===== src/rtl/one_cold_encoder.sv =====
// Two-stage valid/ready pipeline that encodes an active-low one-cold vector into an index,
// flagging vectors that are not exactly one-cold and counting them (saturating at 255).
module one_cold_encoder #(
   parameter int unsigned WIDTH = 8,
   parameter int unsigned IDX_W = 3
) (
   input  logic             clk,
   input  logic             rst,
   input  logic             in_valid,
   output logic             in_ready,
   input  logic [WIDTH-1:0] in_data,
   output logic             out_valid,
   input  logic             out_ready,
   output logic [IDX_W-1:0] out_idx,
   output logic             out_err,
   output logic [7:0]       err_count
);

   logic             s1_valid_q;
   logic [WIDTH-1:0] s1_data_q;
   logic             s2_valid_q;
   logic [IDX_W-1:0] s2_idx_q;
   logic             s2_err_q;
   logic [7:0]       err_count_q;
   logic [7:0]       err_count_d;

   logic             s2_adv;
   logic             in_xfer;
   logic [WIDTH-1:0] zeros;
   logic [IDX_W-1:0] enc_idx;
   logic             enc_any;
   logic             enc_err;

   assign s2_adv   = ~s2_valid_q | out_ready;
   // rst gates in_ready so nothing is accepted while the pipeline is held empty.
   assign in_ready = ~rst & (~s1_valid_q | s2_adv);
   assign in_xfer  = in_valid & in_ready;

   // Lowest-zero priority encoder; scanning high-to-low lets the lowest hit win.
   always_comb begin
      zeros   = ~s1_data_q;
      enc_idx = '0;
      enc_any = 1'b0;
      for (int i = int'(WIDTH) - 1; i >= 0; i--) begin
         if (zeros[i]) begin
            enc_idx = IDX_W'(i);
            enc_any = 1'b1;
         end
      end
      enc_err = ~enc_any | (|(zeros & (zeros - WIDTH'(1))));
   end

   always_comb begin
      err_count_d = err_count_q;
      if (s2_adv && s1_valid_q && enc_err && (err_count_q != 8'hFF)) begin
         err_count_d = err_count_q + 8'd1;
      end
   end

   always_ff @(posedge clk or posedge rst) begin
      if (rst) begin
         s1_valid_q <= 1'b0;
         s1_data_q  <= '1;
      end else if (in_xfer) begin
         s1_valid_q <= 1'b1;
         s1_data_q  <= in_data;
      end else if (s2_adv) begin
         s1_valid_q <= 1'b0;
      end
   end

   always_ff @(posedge clk or posedge rst) begin
      if (rst) begin
         s2_valid_q <= 1'b0;
         s2_idx_q   <= '0;
         s2_err_q   <= 1'b0;
      end else if (s2_adv) begin
         s2_valid_q <= s1_valid_q;
         if (s1_valid_q) begin
            s2_idx_q <= enc_idx;
            s2_err_q <= enc_err;
         end
      end
   end

   always_ff @(posedge clk or posedge rst) begin
      if (rst) begin
         err_count_q <= 8'd0;
      end else begin
         err_count_q <= err_count_d;
      end
   end

   assign out_valid = s2_valid_q;
   assign out_idx   = s2_idx_q;
   assign out_err   = s2_err_q;
   assign err_count = err_count_q;

endmodule


===== config.mk =====
export PLATFORM = sky130hd
export DESIGN_NAME = one_cold_encoder
export DESIGN_NICKNAME = d
export VERILOG_FILES = /design/src/rtl/one_cold_encoder.sv
export SDC_FILE = /design/constraint.sdc
export NUM_CORES = 1
export LEC_CHECK = 0
export ABC_CLOCK_PERIOD_IN_PS = 1900
export CAP_MARGIN = 20
export CORE_MARGIN = 1.5
export CORE_UTILIZATION = 43
export CTS_CLUSTER_DIAMETER = 60
export DETAILED_ROUTE_END_ITERATION = 8
export PLACE_DENSITY = 0.8
export RECOVER_POWER = 25
export REMOVE_ABC_BUFFERS = 1
export SYNTH_ARGS = -nofsm -noshare
export SYNTH_HDL_FRONTEND = slang
export SYNTH_SLANG_ARGS = --single-unit
export TNS_END_PERCENT = 1

===== constraint.sdc =====
create_clock -name clk -period 1.9 [get_ports clk]
set_input_delay 0.38 -clock clk [delete_from_list [all_inputs] [get_ports clk]]
set_output_delay 0.38 -clock clk [all_outputs]
set_load 0.01 [all_outputs]

=== After elaboration in Yosys (flattened, before gate mapping) ===
Cells that the tools add are included.

* Flip-flop bits (word level): 22
* Bits of input ports: 12
* Output and inout port bits: 14
* Logic and storage cells: 44

* Add/subtract/negate cells: 2
* Equality and inequality tests: 1
* Muxes and demuxes: 18
* Bitwise gates (word level): 11
* Reduce and logical (&&, ||, !) cells: 6

{| class="wikitable"
|+ Operator list
! operator !! count
|-
| 2-to-1 mux 3 bit || 8
|-
| 2-to-1 mux 1 bit || 10
|-
| adder 8 x 1 -> 8 bit, second input constant || 1
|-
| AND 8 bit || 1
|-
| != test 8 bit, second input constant || 1
|-
| NOT 8 bit || 1
|-
| OR reduction 8 bit || 1
|-
| subtractor 8 x 1 -> 8 bit, second input constant || 1
|-
| NOT 1 bit || 4
|-
| logical AND 1 bit || 3
|-
| OR 1 bit || 3
|-
| AND 1 bit || 2
|-
| AND reduction 2 bit || 1
|-
| nonzero test 2 bit || 1
|}

=== Longest topological paths before layout ===
Gate-level depths: netlist (run 1).

* Depth in word-level cells: 13
* Mapped depth: 6
* Mapped depth without buffers: 6

=== Least setup slack after synthesis (run 1) ===
Ideal clock, no wire load.

* Path kind: register to register
* From: register s1_data_q[0]
* To: register err_count_q[5] (netlist: err_count[5])
* Library setup time: 125 ps
* Data arrival time: 1707 ps
* Data required time: 1775 ps
* Slack: 68 ps
* Stages on the path, launching flop included: 6
* Path buffers: 0
* Period minus slack after synthesis: 1832 ps
* Cell sequence: dfstp_2 > and4_4 > or3_4 > a31oi_4 > or3_1 > mux2_4

* Longest elaborated chain between the ends: 7
* Elaborated cells between the ends (all ways): 9
* Classes of those cells: 1 x add/sub; 1 x mux; 4 x bitwise; 3 x reduce/logical

{| class="wikitable"
|+ Ends and longest elaborated chain
! item !! RTL line !! source
|-
| start: declaration || 20 || <nowiki>logic [WIDTH-1:0] s1_data_q;</nowiki>
|-
| start signal: assignment || 66 || <nowiki>s1_data_q <= in_data;</nowiki>
|-
| NOT 8 bit (*) || 41 || <nowiki>zeros = ~s1_data_q;</nowiki>
|-
| subtractor 8 x 1 -> 8 bit || 50 || <nowiki>enc_err = ~enc_any | (|(zeros & (zeros - WIDTH'(1))));</nowiki>
|-
| AND 8 bit || 50 ||
|-
| OR reduction 8 bit || 50 ||
|-
| OR 1 bit (*) || 50 ||
|-
| logical AND 1 bit (*) (2 in a row) || 55 || <nowiki>if (s2_adv && s1_valid_q && enc_err && (err_count_q != 8'hFF)) begin</nowiki>
|-
| end signal: assignment || 90 || <nowiki>err_count_q <= err_count_d;</nowiki>
|-
| end: declaration || 24 || <nowiki>logic [7:0] err_count_q;</nowiki>
|}

Mark *: on every way between the ends. The rest lies on a longest branch, timed or not.
A chain may end at the register's enable or synchronous reset.

=== Final worst setup path (run 1) ===
* From: register s1_data_q[7]
* To: register err_count_q[5] (netlist: err_count[5])

* Longest elaborated chain between the ends: 13
* Elaborated cells between the ends (all ways): 16
* Classes of those cells: 1 x add/sub; 8 x mux; 4 x bitwise; 3 x reduce/logical

{| class="wikitable"
|+ Ends and longest elaborated chain
! item !! RTL line
|-
| NOT 8 bit (*) || 41
|-
| parallel branches: the longest is 9 deep, another holds subtractor 8 x 1 -> 8 bit || -
|-
| OR 1 bit (*) || 50
|-
| logical AND 1 bit (*) (2 in a row) || 55
|}

Mark *: on every way between the ends.

==> summary.txt, run 1 <==
Outcome
  • Status: finished clean

Clock tree
  • H-tree depth: 1
  • Clock Sinks: 22
  • # hold bufs at CTS: 0
  • Root buffer cell: clkbuf_4
  • Clk pin slew, worst setup/hold paths: 0.12 ns
  • TritonCTS Buffers: 3
  • CTS Buffer Depth: 2
  • TritonCTS clock tree: built
  • Clock latency at the later pin of the worst-skew pair: 0.32 ns

Finish
  • Storage cell area: 561 sq um
  • Layout Utilization: 0.618
  • Fillers: 227
  • Final Non-Filler Cells: 171
  • Layout area overhead: 38.0%
  • Layout cells sized above 1: 0.305
  • Final #Nets: 155
  • Multi-input logic area: 547 sq um
  • # diodes: 0

Drt
  • Drt drc: 0
  • DR vias: 900
  • Initial DRC count: 19
  • ANT nets after route: 0
  • Vias per Instance: 5.26
  • Routed length per instance: 12.9 um
  • Drt pass-1 iters: 4
  • Detailed Route WL: 2210 um

Timing
  • Clock Skew: 0.00514 ns
  • Hold Slack: 0.443 ns
  • Slew of the pin with the lowest slew margin: 0.821 ns
  • Relative slew slack: 0.453
  • Setup WS post-layout: 0.0423 ns
  • Final Hold Vio Count: 0
  • RSZ-0062 raised after global routing: true
  • Final Slew Violations: 0
  • Final worst path period need: 1.86 ns
  • Fmax: 538 MHz
  • Final setup violation count: 0
  • Final period utilization: 0.978

Critical path
  • Arrival @ worst endpoint: 2.08 ns
  • Critical path peak fanout: 8
  • Crit path cell chain: nor2b_2 > o211ai_1 > a31oi_4 > or3_4 > mux2_4
  • CP Buf/Inv Count: 0
  • Worst path required time: 2.12 ns
  • CP startpoint kind: flip-flop
  • Critical path type: reg -> reg
  • Worst setup EP type: flip-flop
  • Slowest cell on crit path: dfstp_2
  • CP delay by family, top: flip-flops
  • Slowest stage delay, CP: 0.59 ns

Synth
  • Seq/Total Area, Yosys: 0.510
  • Mapped Cells: 101
  • Distinct cells, synth: 29
  • Synth top cells by count: nand2_1 (21), dfrtp_1 (14), mux2_2 (11)
  • #FFs+latches synth: 22
  • Yosys top cell by area: dfrtp_1
  • Most common flop cell mapped by yosys: dfrtp_1
  • Number of flops mapped to enable cells by yosys: 0
  • Synth Cell Area: 1100 sq um
  • Share of the synthesized area in the top cell type: 0.319
  • Area contributors post-synth: dfrtp_1 (32%), dfstp_2 (19%), mux2_2 (11%), nand2_1 (7.2%), nand4_1 (2.8%)
  • YS warnings: 0
  • Post-synthesis average cell area: 10.9 sq um
  • Most frequent cell after synthesis: nand2_1
  • Async S/R FF share, synth: 1.00

Pwr
  • Overall Power: 1.50 mW
  • Pwr dens: 986 nW/um^2
  • Static leakage: 0.643 nW
  • Max VDD drop: 0.667 mV

Floorplan
  • Total die area: 2870 sq um
  • Die X: 53.5 um
  • Std-Cell Rows: 18
  • Initial Util: 0.448
  • I/O Pins: 26
  • Core Region: 2450 sq um
  • Die height: 53.5 um

Global route
  • Vias in the first global route: 885
  • Largest net degree at the start of global routing: 17
  • First-pass GRT wire length: 3580 um
  • Global Route Usage Sum: 0.174
  • Initial antenna violation count: 0
  • Grt ovf: 0

Min path
  • Tightest Hold Check Type: in -> async

Placement
  • Placed insts: 165
  • # port buffers: 25
  • Placer Congestion: 0.773
  • Dpl ws: -0.149 ns
  • DP HPWL: 1670 um

Flow run
  • Max_cap viols: 0
[sequential cells by signal, summed over array words and instances (netlist names)]
signal      flops
out_err         1
s1_data_q       8
out_idx         3
out_valid       1
err_count       8
s1_valid_q      1
[worst paths after layout]
kind / start / endpoint / slack (ns) / cells after the start
setup / recovery: s1_data_q[7]$_DFFE_PP1P_ / err_count[5]$_DFFE_PP0P_ / 0.04 / 5
hold / removal: rst / s1_valid_q$_DFFE_PP0P_ / 0.44 / 2
setup reg to reg: s1_data_q[7]$_DFFE_PP1P_ / err_count[5]$_DFFE_PP0P_ / 0.04 / 5
hold reg to reg: out_err$_DFFE_PP0P_ / out_err$_DFFE_PP0P_ / 0.50 / 2
max in group asynchronous: rst / out_idx[2]$_DFFE_PP0P_ / 0.44 / 3
min in group clk: out_err$_DFFE_PP0P_ / out_err$_DFFE_PP0P_ / 0.50 / 2
[report_power, final]
group	internal [mW]	switching, mW	leakage [nW]	total [mW]
logic	0.319	0.204	0.360	0.523
clock network	0.117	0.147	0.0210	0.265
registers	0.595	0.113	0.263	0.708
[final cells by class]
type                    instances  share of cell area
flip-flops and latches         22               0.370
multi-input cells              77               0.361
repair buffers                 36               0.216
well taps                      30              0.0248
clock buffers                   4              0.0239
inverters                       2             0.00495
[placed cells by master, fill, tap and decap left out, types with 2 or more instances in the layout]
cell / synthesis / routed
or3_4: 1 / 2
mux2_2: 11 / 11
inv_1: 2 / 2
clkdlybuf4s50_1: 0 / 23
nor2_1: 5 / 5
dfstp_2: 8 / 8
dfrtp_1: 14 / 14
nand4_1: 5 / 5
nand2_1: 21 / 20
nand2b_1: 3 / 3
o21ai_0: 5 / 5
buf_4: 0 / 10
nor2b_1: 4 / 3
mux2_4: 2 / 2
o211ai_1: 3 / 3
clkbuf_4: 0 / 3
a21oi_1: 2 / 2
[kinds of logic after synthesis]
family | after synthesis | synth area share
multiplexers | 14 | 0.150
flip-flops | 22 | 0.510
buffers and inverters | 2 | 0.00684
XOR/XNOR | 1 | 0.00797
AND/OR/NAND/NOR | 46 | 0.212
AO/OA/AOI/OAI | 15 | 0.101
adder cells (fa/ha/maj) | 1 | 0.0114
[repair_timing]
action                                  4_1_cts  5_1_grt
gates resized for setup                       1        4
pin swaps                                     1        4
cloned                                        0        0
endpoints found under the setup margin        2        4
setup buffers                                 0        2
[layer usage]
metal,share of wire,wire [um],track usage,up-vias
met3,0.039,85,0.0333,3
met5,0,0,0,-
met1,0.39,855,0.176,438
met2,0.56,1240,0.348,20
met4,0.014,30,0.0641,0
li1,-,-,-,439
[stage by stage]
step	instance area, sq um	TNS (ns)
6_report	1520	0
5_1_grt	1520	-0.0272
4_1_cts	1490	-0.00926
3_5_place_dp	1450	-0.296
3_3_place_gp	1450	-0.196
2_1_floorplan	1100	0
(Power assumes the default switching activity.)
==> run 2: changes to the inputs <==
--- a/config.mk
+++ b/config.mk
@@ -11,6 +11,7 @@
 export CORE_UTILIZATION = 43
 export CTS_CLUSTER_DIAMETER = 60
 export DETAILED_ROUTE_END_ITERATION = 8
+export HOLD_SLACK_MARGIN = 0.08
 export PLACE_DENSITY = 0.8
 export RECOVER_POWER = 25
 export REMOVE_ABC_BUFFERS = 1
==> results of run 2 <==
Same layout as run 1: the final DEF is identical, and so are final timing and power.
